### config.mk
export PLATFORM = sky130hd
export DESIGN_NAME = horner_eval_seq
export DESIGN_NICKNAME = d
export VERILOG_FILES = /design/src/rtl/horner_eval_seq.sv
export SDC_FILE = /design/constraint.sdc
export NUM_CORES = 2
export LEC_CHECK = 0
export CAP_MARGIN = 20
export CORE_ASPECT_RATIO = 1.4
export CORE_MARGIN = 8
export CORE_UTILIZATION = 66
export CTS_BUF_LIST = sky130_fd_sc_hd__clkbuf_16
export DETAILED_ROUTE_END_ITERATION = 16
export GPL_ROUTABILITY_DRIVEN = 0
export GPL_TIMING_DRIVEN = 0
export PLACE_DENSITY = 0.83
export SLEW_MARGIN = 20
export SYNTH_ARGS = -nofsm -noshare
export SYNTH_HDL_FRONTEND = slang
export SYNTH_SLANG_ARGS = --single-unit
### constraint.sdc
create_clock -name Clock -period 12.1 [get_ports Clock]
set_input_delay 2.42 -clock Clock [delete_from_list [all_inputs] [get_ports Clock]]
set_output_delay 2.42 -clock Clock [all_outputs]
set_load 0.02 [all_outputs]
### src/rtl/horner_eval_seq.sv
// horner_eval_seq
// Fixed-point polynomial evaluator using Horner's rule:
//   y = c_N*x^N + ... + c_1*x + c_0, with the order N <= MAX_ORDER chosen per sample.
// One multiply-accumulate step runs per clock. Coefficients live in an internal
// register file that can be written while the block is idle.
//
// Ports
//   Clock         rising-edge clock
//   GlobalReset   synchronous, active-low reset
//   x_i           signed sample (FRAC fractional bits), latched on accept
//   srdyi_i       sample valid
//   order_i       polynomial order N, clamped to MAX_ORDER, latched on accept
//   coeff_we_i    coefficient write strobe (honoured only while idle)
//   coeff_addr_i  coefficient index k
//   coeff_data_i  coefficient value c_k (FRAC fractional bits)
//   busy_o        high while the MAC state is active
//   y_o           registered result, held until the next result
//   srdyo_o       one-cycle result-valid pulse
//   ovf_o         saturation occurred while producing the current y_o
//
// Handshake: there is no back-pressure. A sample is accepted on any clock edge
// where srdyi_i=1 while the block is idle (busy_o=0); srdyi_i during MAC is
// dropped. Each accepted sample yields exactly one srdyo_o pulse, N+1 edges after
// the accept edge. The block is idle during the srdyo_o cycle, so a new sample
// may be accepted in that same cycle.
module horner_eval_seq #(
  parameter int X_W       = 21,
  parameter int C_W       = 24,
  parameter int FRAC      = 16,
  parameter int ACC_W     = 40,
  parameter int OUT_W     = 21,
  parameter int MAX_ORDER = 7,
  parameter int ORDER_W   = 3
) (
  input  logic               Clock,
  input  logic               GlobalReset,
  input  logic [X_W-1:0]     x_i,
  input  logic               srdyi_i,
  input  logic [ORDER_W-1:0] order_i,
  input  logic               coeff_we_i,
  input  logic [ORDER_W-1:0] coeff_addr_i,
  input  logic [C_W-1:0]     coeff_data_i,
  output logic               busy_o,
  output logic [OUT_W-1:0]   y_o,
  output logic               srdyo_o,
  output logic               ovf_o
);

  // Full-precision product width.
  localparam int PW = ACC_W + X_W;

  // 2^(FRAC-1), the round-half-up offset.
  localparam logic signed [PW-1:0] HALF = {{(PW-FRAC){1'b0}}, 1'b1, {(FRAC-1){1'b0}}};

  localparam logic signed [ACC_W-1:0] ACC_MAX = {1'b0, {(ACC_W-1){1'b1}}};
  localparam logic signed [ACC_W-1:0] ACC_MIN = {1'b1, {(ACC_W-1){1'b0}}};
  localparam logic signed [OUT_W-1:0] OUT_MAX = {1'b0, {(OUT_W-1){1'b1}}};
  localparam logic signed [OUT_W-1:0] OUT_MIN = {1'b1, {(OUT_W-1){1'b0}}};

  typedef enum logic {
    IDLE = 1'b0,
    MAC  = 1'b1
  } state_t;

  state_t                    state;
  logic signed [X_W-1:0]     x_r;
  logic [ORDER_W-1:0]        k;
  logic signed [ACC_W-1:0]   acc;
  logic                      sticky;
  logic signed [C_W-1:0]     coef [MAX_ORDER+1];

  // Accept-side decode
  logic [ORDER_W-1:0]        order_sel;
  logic                      addr_ok;

  // One Horner step
  logic signed [PW-1:0]      prod;
  logic signed [PW-1:0]      rsum;
  logic signed [PW-1:0]      t;
  logic                      t_fits;
  logic signed [ACC_W-1:0]   t_sat;
  logic signed [C_W-1:0]     c_next;
  logic signed [ACC_W:0]     s2;
  logic                      s2_fits;
  logic signed [ACC_W-1:0]   acc_step;
  logic                      step_sat;

  // Output conversion
  logic                      out_fits;
  logic signed [OUT_W-1:0]   y_sat;

  assign busy_o = (state == MAC);

  always_comb begin
    order_sel = order_i;
    if (int'(order_i) > MAX_ORDER) begin
      order_sel = ORDER_W'(MAX_ORDER);
    end
    addr_ok = (int'(coeff_addr_i) <= MAX_ORDER);
  end

  always_comb begin
    prod   = PW'(acc) * PW'(x_r);
    rsum   = prod + HALF;
    t      = rsum >>> FRAC;
    // t fits in ACC_W bits when every bit above the accumulator sign bit
    // matches the sign.
    t_fits = (t[PW-1:ACC_W-1] == {(PW-ACC_W+1){t[PW-1]}});
    t_sat  = t_fits ? t[ACC_W-1:0] : (t[PW-1] ? ACC_MIN : ACC_MAX);

    c_next = coef[k - 1'b1];
    // One guard bit is enough for the sum of two in-range values.
    s2       = {t_sat[ACC_W-1], t_sat} + {{(ACC_W+1-C_W){c_next[C_W-1]}}, c_next};
    s2_fits  = (s2[ACC_W] == s2[ACC_W-1]);
    acc_step = s2_fits ? s2[ACC_W-1:0] : (s2[ACC_W] ? ACC_MIN : ACC_MAX);
    step_sat = !t_fits || !s2_fits;

    out_fits = (acc[ACC_W-1:OUT_W-1] == {(ACC_W-OUT_W+1){acc[ACC_W-1]}});
    y_sat    = out_fits ? acc[OUT_W-1:0] : (acc[ACC_W-1] ? OUT_MIN : OUT_MAX);
  end

  always_ff @(posedge Clock) begin
    if (!GlobalReset) begin
      state   <= IDLE;
      x_r     <= '0;
      k       <= '0;
      acc     <= '0;
      sticky  <= 1'b0;
      y_o     <= '0;
      srdyo_o <= 1'b0;
      ovf_o   <= 1'b0;
      for (int i = 0; i <= MAX_ORDER; i++) begin
        coef[i] <= '0;
      end
    end else begin
      srdyo_o <= 1'b0;
      case (state)
        IDLE: begin
          if (srdyi_i) begin
            x_r    <= x_i;
            k      <= order_sel;
            acc    <= {{(ACC_W-C_W){coef[order_sel][C_W-1]}}, coef[order_sel]};
            sticky <= 1'b0;
            state  <= MAC;
          end
          // Non-blocking write: an accept on this same edge still reads the
          // old coefficient.
          if (coeff_we_i && addr_ok) begin
            coef[coeff_addr_i] <= coeff_data_i;
          end
        end
        MAC: begin
          if (k == '0) begin
            y_o     <= y_sat;
            ovf_o   <= sticky || !out_fits;
            srdyo_o <= 1'b1;
            sticky  <= 1'b0;
            state   <= IDLE;
          end else begin
            acc <= acc_step;
            k   <= k - 1'b1;
            if (step_sat) begin
              sticky <= 1'b1;
            end
          end
        end
        default: state <= IDLE;
      endcase
    end
  end

endmodule

Word level (Yosys, flattened, before mapping):

Memories as Yosys holds them, arrays and structs flattened.
Cells that the tools add are included.

* multiplexer cells: 28
* add/sub/neg operators: 3
* $mul: 1
* eq/ne operators: 6
* reduce and logical (&&, ||, !) cells: 12
* divide/modulo/power cells: 0
* bitwise operators: 1
* magnitude comparators: 0
* shifts and indexed selects: 0

Operators with widths (count)
* $mux W40: 6
* $pmux W40 S2: 1
* $add A61 B17 Y61 const B: 1
* $mul A40 B21 Y61: 1
* $mux W21: 2
* $add A40 B24 Y41: 1
* $mux W24: 1
* $reduce_or A24 Y1: 1
* $eq A19 B19 Y1: 1
* $mux W1: 12
* $reduce_and A2 Y1: 5
* $mux W3: 3
* $pmux W3 S2: 1
* $eq A5 B5 Y1: 1
* $ne A2 B2 Y1 const B: 2
* $pmux W1 S2: 2
* $logic_not A1 Y1: 3
* $logic_not A3 Y1: 1
* $ne A3 B1 Y1 const B: 1
* $sub A3 B1 Y3 const B: 1
* $logic_or A1 B1 Y1: 2
* $eq A1 B1 Y1: 1
* $not A1 Y1: 1

* ROM bits: 0
* memories: 1
* word-level logic and storage cells: 60
* output and inout bits: 24
* latch bits: 0
* register bits after elaboration: 89
* RAM bits: 192

Memories
* coef: words 8, bits a word 24, read ports 2, clocked after Yosys merged registers in 0, wr ports 8, RTL line 70 `logic signed [C_W-1:0] coef [MAX_ORDER+1];`

Depth between registers and ports, before layout:

* word-level depth: 11
* mapped depth: 46
* depth with buffers taken out: 40

Least setup slack after synthesis:

OpenSTA, ideal clock, no wires.

* path type: register -> register
* start: reg acc[39]
* end: reg acc[12]
* cell stages (with the launch flop): 43
* data arrival time: 10916 ps
* library setup time: 119 ps
* clock period less this slack: 11035 ps
* path slack: 1065 ps
* cells stage by stage: dfxtp_1 clkbuf_1 clkbuf_1 and2_1 fa_1 fa_1 fa_1 inv_1 fa_1 inv_1 fa_1 fa_1 inv_1 fa_1 inv_1 ha_1 clkbuf_1 a21o_1 [... 7 more ...] a2111oi_2 mux2i_2 buf_4 mux2i_1 ha_1 fa_1 a21oi_1 nor3_1 o41ai_2 a211oi_1 nor4_1 o31ai_2 a221oi_2 a211oi_2 o21ai_1 buf_2 nor2_1 o221a_2

* cells in the longest elaborated chain, start to end: 9
* elaborated cells on any way between the ends: 11
* classes of those cells: 2 x add/sub; 1 x mul; 2 x eq/ne; 6 x mux

RTL lines
* from (decl): RTL line 68 `logic signed [ACC_W-1:0] acc;`
* from (signal assigned): RTL line 142 `acc <= {{(ACC_W-C_W){coef[order_sel][C_W-1]}}, coef[order_sel]};`
* from (signal assigned): RTL line 160 `acc <= acc_step;`
* $mul A40 B21 Y61 *: RTL line 103 `prod = PW'(acc) * PW'(x_r);`
* $add A61 B17 Y61 *: RTL line 104 `rsum = prod + HALF;`
* $eq A5 B5 Y1 or $mux W40 (tied branches): RTL line 108, 109
* $mux W40 *: RTL line 109 `t_sat = t_fits ? t[ACC_W-1:0] : (t[PW-1] ? ACC_MIN : ACC_MAX);`
* $add A40 B24 Y41 *: RTL line 113 `s2 = {t_sat[ACC_W-1], t_sat} + {{(ACC_W+1-C_W){c_next[C_W-1]}}, c_next};`
* $mux W40 or $eq A1 B1 Y1 (tied branches): RTL line 115, 114
* $mux W40 *: RTL line 115 `acc_step = s2_fits ? s2[ACC_W-1:0] : (s2[ACC_W] ? ACC_MIN : ACC_MAX);`
* $mux W40 *: RTL line 153 `if (k == '0) begin`
* $pmux W40 S2 *: RTL line 137 `case (state)`

Mark *: on every way between the ends. The rest lies on a longest branch, timed or not. The select of a mux whose other input is x is not followed.
A chain may end at the register's enable or synchronous reset.

Worst setup path after layout:

* start: reg acc[1]
* end: reg acc[21]

Same word-level chain as after synthesis.

==> summary.md <==
| Metric | Value |
|---|---|
| Outcome | `finished clean` |
| Static leakage | `between 20 and 25 nW` |
| DIE AREA | `76,400 sq um` |
| Netlist area before placement | `roughly 45,000 sq um` |
| Multi-input combinational cell area | `between 30,000 and 40,000 sq um` |
| Worst-Margin Slew | `1210 ps` |
| Worst slew margin relative to its limit | `between 10% and 20%` |
| Source-to-sink clock delay at the later pin of the worst-skew pair | `just over 600 ps` |
| Start-to-end type of the worst setup path | `reg2reg` |
| Crit path required time | `about 13,000 ps` |
| Startpoint class of the critical path | `register` |
| Root Buffer Master | `sky130_fd_sc_hd__clkbuf_16` |
| Max Cap Viol | `0` |
| Cell family with the largest share of critical-path delay | `adder cells` |
| Tmin final | `between 10,000 and 15,000 ps` |
| Cells on worst reg2reg path | `43` |
| Die outline width | `roughly 240 um` |
| Category of the worst setup path capture point | `register` |
| Total gr overflow | `0` |
| Critical-path cell with the highest stage delay | `sky130_fd_sc_hd__dfxtp_1` |
| 1st-pass router iterations | `10` |
| Average instance area after synthesis | `9.49 sq um` |
| Share of post-route cells with drive strength above 1 | `10.1%` |
| Hold Path Depth | `2` |
| Count of vias placed by the detailed router | `36,300` |
| Number of synthesized flops with an enable pin | `192` |
| Period utilization | `between 90% and 100%` |
| Number of register bits inferred by synthesis | `281` |
| Hold Worst Slack | `between 400 and 500 ps` |
| Final wirelength | `about 150,000 um` |
| Initial antenna violation count | `10` |
| End point of the most critical hold path | `y_o[9]$_SDFFE_PN0P_` |
| Worst flop-to-flop path endpoint | `acc[21]$_SDFFE_PN0P_` |
| Peak VDD IR | `~0.29 mV` |
| Commonest register cell after synthesis | `sky130_fd_sc_hd__edfxtp_1` |
| Most common cell type on the critical path | `sky130_fd_sc_hd__fa_1` |
| Starting DRC count in detailed routing | `between 4,000 and 5,000` |
| Arrival time of the worst setup path | `12,410 ps` |
| Maximum count of clock buffers along a single path | `3` |
| Minimum setup slack after placement | `-1940 ps` |
| Clock transition at the registers of the reported paths | `70 ps` |
| Filler instances | `~4,600` |
| Core area | `67,400 sq um` |
| Yosys synthesis warning count | `0` |
| Netlist cell types | `73` |
| Syn Inst Count | `between 4,000 and 5,000` |
| Via count of the first global-routing pass | `about 39,000` |
| Antenna viol nets, final | `0` |
| Final worst clock skew | `around 37 ps` |
| # setup viols final | `0` |
| Setup slack on the worst flop-to-flop path | `180 ps` |
| Global-route wire length before repair | `roughly 230,000 um` |
| Launching point of the worst reg2reg path | `acc[1]$_SDFFE_PN0P_` |
| WL per Instance | `26.3 um` |
| WP buf/inv | `10` |
| Count of port buffers added during placement | `75` |
| Highest fanout seen on the critical path | `10` |
| Total I/O pin count | `roughly 80` |
| Initial core utilization | `66.3%` |
| TritonCTS Buffers | `30` |
| Power after layout | `13.8 mW` |
| Vertical die dimension | `324 um` |
| TritonCTS clock tree | `yes` |
| Clock Sinks | `281` |
| Post-synth net total | `between 5,000 and 6,000` |
| Inst Count DP | `between 5,000 and 6,000` |
| Final Max Slew Viols | `0` |
| Max Clock Freq | `0.0839 GHz` |
| Vias per cell | `6.35` |
| Non-filler instance count after layout | `5,720` |
| Ys async rst share | `0%` |
| Sequential element share of the synthesized area | `16.9%` |
| Total half-perimeter wirelength after legalization and detailed placement | `about 120,000 um` |
| Post-Route Utilization | `between 70% and 80%` |
| Tot GR Track Use | `between 40% and 50%` |
| Nets | `5,889` |
| # DRC | `0` |
| Clock H-tree levels | `1` |
| Largest net degree at the start of global routing | `25` |
| Worst path setup slack after routing | `roughly 180 ps` |
| Final hold vios | `0` |
| Largest stage delay, worst path | `~600 ps` |
| Standard-cell row count | `~110` |
| Power per standard cell area | `282 nW/um^2` |
| Seq. cell area | `approximately 7600 sq um` |
| Hold crit path type | `reg2reg` |
| Synthesis-to-finish area growth | `9.01%` |
| Min-delay src | `y_o[9]$_SDFFE_PN0P_` |
-- layout make-up --
type	count	area share [%]
diodes	6	0.0308
plain buffers	274	3.17
clock inverters	25	0.454
well taps	862	2.21
repair buffers	101	2.23
clock buffers	31	1.59
multi-input cells	3197	67.4
flip-flops and latches	281	15.6
inverters	943	7.29
-- metal layers --
metal | up-vias | wire length [um] | track usage, % | part of all wire [%]
met2 | 2771 | 68100 | 63.9 | 45
met5 | - | 89 | 0.442 | 0.059
met3 | 1020 | 19800 | 14.8 | 13
li1 | 14800 | - | - | -
met1 | 17700 | 43700 | 41.5 | 29
met4 | 10 | 18900 | 36.6 | 13
-- through the flow --
stage / setup TNS (ps) / area (sq um)
after floorplan: 0 / 44700
after global placement: -64110 / 46500
after detailed placement: -67710 / 46800
after CTS: 0 / 48200
after global routing: -1580 / 48700
final: 0 / 48700
-- cell usage in the layout, fill, tap and decap left out, types with 11 or more instances in the layout --
cell type                         count
sky130_fd_sc_hd__o21a_1              15
sky130_fd_sc_hd__dfxtp_1             53
sky130_fd_sc_hd__nand3_1             18
sky130_fd_sc_hd__xor2_1              38
sky130_fd_sc_hd__clkbuf_2            67
sky130_fd_sc_hd__nor4_1              11
sky130_fd_sc_hd__mux2_2              27
sky130_fd_sc_hd__a31oi_1             28
sky130_fd_sc_hd__nor2_1             102
sky130_fd_sc_hd__nand2_1            762
sky130_fd_sc_hd__clkbuf_16           31
sky130_fd_sc_hd__nand2b_1            26
sky130_fd_sc_hd__clkbuf_4            39
sky130_fd_sc_hd__o221a_2             14
sky130_fd_sc_hd__and3_1              13
sky130_fd_sc_hd__buf_4               41
sky130_fd_sc_hd__and2_1             398
sky130_fd_sc_hd__clkdlybuf4s50_1     75
sky130_fd_sc_hd__nor2b_1             21
sky130_fd_sc_hd__clkbuf_1            97
sky130_fd_sc_hd__nor3_1              22
sky130_fd_sc_hd__buf_6               18
sky130_fd_sc_hd__a21oi_1            125
sky130_fd_sc_hd__buf_2               21
sky130_fd_sc_hd__edfxtp_1           192
sky130_fd_sc_hd__xnor2_1             49
sky130_fd_sc_hd__nand4_1             25
sky130_fd_sc_hd__o21ai_0            105
sky130_fd_sc_hd__inv_1              944
sky130_fd_sc_hd__fa_1               815
sky130_fd_sc_hd__a21boi_0            39
sky130_fd_sc_hd__mux2i_1             60
sky130_fd_sc_hd__o211ai_1            19
sky130_fd_sc_hd__a21o_1              45
sky130_fd_sc_hd__mux4_2              96
sky130_fd_sc_hd__dfxtp_2             26
sky130_fd_sc_hd__ha_1               182
-- worst min-delay path: cells and delay by family, from the launching register on --
kind	cells	cell delay [ps]
AO/OA/AOI/OAI	1	60
flip-flops	1	310
AND/OR/NAND/NOR	1	50
-- synth_stat cells, types with 6 or more instances --
cell type                    n  area (sq um)
sky130_fd_sc_hd__a211oi_1   11          82.6
sky130_fd_sc_hd__a21boi_0   39           293
sky130_fd_sc_hd__a21o_1     45           338
sky130_fd_sc_hd__a21oi_1   132           661
sky130_fd_sc_hd__a31oi_1    30           188
sky130_fd_sc_hd__and2_1    399          2500
sky130_fd_sc_hd__and3_1     13          81.3
sky130_fd_sc_hd__buf_1       8          30.0
sky130_fd_sc_hd__buf_2       6          30.0
sky130_fd_sc_hd__clkbuf_1  271          1020
sky130_fd_sc_hd__dfxtp_1    89          1780
sky130_fd_sc_hd__edfxtp_1  192          5770
sky130_fd_sc_hd__fa_1      821         16400
sky130_fd_sc_hd__ha_1      185          2310
sky130_fd_sc_hd__inv_1     941          3530
sky130_fd_sc_hd__mux2_2     27           304
sky130_fd_sc_hd__mux2i_1    61           611
sky130_fd_sc_hd__mux4_2     96          2160
sky130_fd_sc_hd__nand2_1   763          2860
sky130_fd_sc_hd__nand2b_1   28           175
sky130_fd_sc_hd__nand3_1    18          90.1
sky130_fd_sc_hd__nand4_1    25           156
sky130_fd_sc_hd__nor2_1    106           398
sky130_fd_sc_hd__nor2b_1    21           131
sky130_fd_sc_hd__nor3_1     24           120
sky130_fd_sc_hd__nor4_1     14          87.6
sky130_fd_sc_hd__o211ai_1   19           143
sky130_fd_sc_hd__o21a_1     15           113
sky130_fd_sc_hd__o21ai_0   115           576
sky130_fd_sc_hd__o21bai_1   10          75.1
sky130_fd_sc_hd__o221a_2    14           158
sky130_fd_sc_hd__or2_2       9          56.3
sky130_fd_sc_hd__or3_1       8          50.1
sky130_fd_sc_hd__xnor2_1    49           429
sky130_fd_sc_hd__xor2_1     40           350
-- power breakdown --
| part | total, mW | internal (mW) | switching (mW) |
|---|---|---|---|
| Clock | 0.965 | 0.532 | 0.433 |
| Sequential | 1.33 | 1.13 | 0.200 |
| Combinational | 11.5 | 4.23 | 7.24 |
| Total | 13.8 | 5.89 | 7.88 |
-- registers in the layout, summed over array words and instances (netlist names) --
name / cells
srdyo_o: 1
busy_o: 1
coef: 192
acc: 40
y_o: 21
x_r: 21
sticky: 1
k: 3
ovf_o: 1
-- how the worst max path moves through the flow --
stage                               startpoint                   end  slack, ps  cells after the start
final                      acc[1]$_SDFFE_PN0P_  acc[21]$_SDFFE_PN0P_        180                     43
after global routing       x_r[8]$_SDFFE_PN0P_  acc[21]$_SDFFE_PN0P_       -180                     45
after CTS                 x_r[17]$_SDFFE_PN0P_  acc[21]$_SDFFE_PN0P_        0.1                     43
after detailed placement  acc[39]$_SDFFE_PN0P_  acc[29]$_SDFFE_PN0P_      -1940                     41
after global placement    acc[39]$_SDFFE_PN0P_  acc[33]$_SDFFE_PN0P_      -1850                     42
after floorplan           acc[39]$_SDFFE_PN0P_  acc[12]$_SDFFE_PN0P_       1070                     42
-- repair_timing --
action                     in CTS  in global routing
pin swaps                       5                 10
hold buffers                    0                  0
setup buffers                   7                 12
hold endpoints to repair        0                  0
gates resized for setup       159                360
setup endpoints to repair      41                 41
-- cells by family after synthesis --
kind of cell | count (synthesis) | share of synthesized area (%)
adders and majority gates | 1006 | 41.9
and+or+nand+nor | 1442 | 15.3
AOI/OAI and AO/OA | 472 | 6.79
buffers and inverters | 1232 | 10.4
DFF | 281 | 16.9
xor gates and xnor gates | 89 | 1.74
muxes | 188 | 6.99
Power figures use the tool's default switching activity.
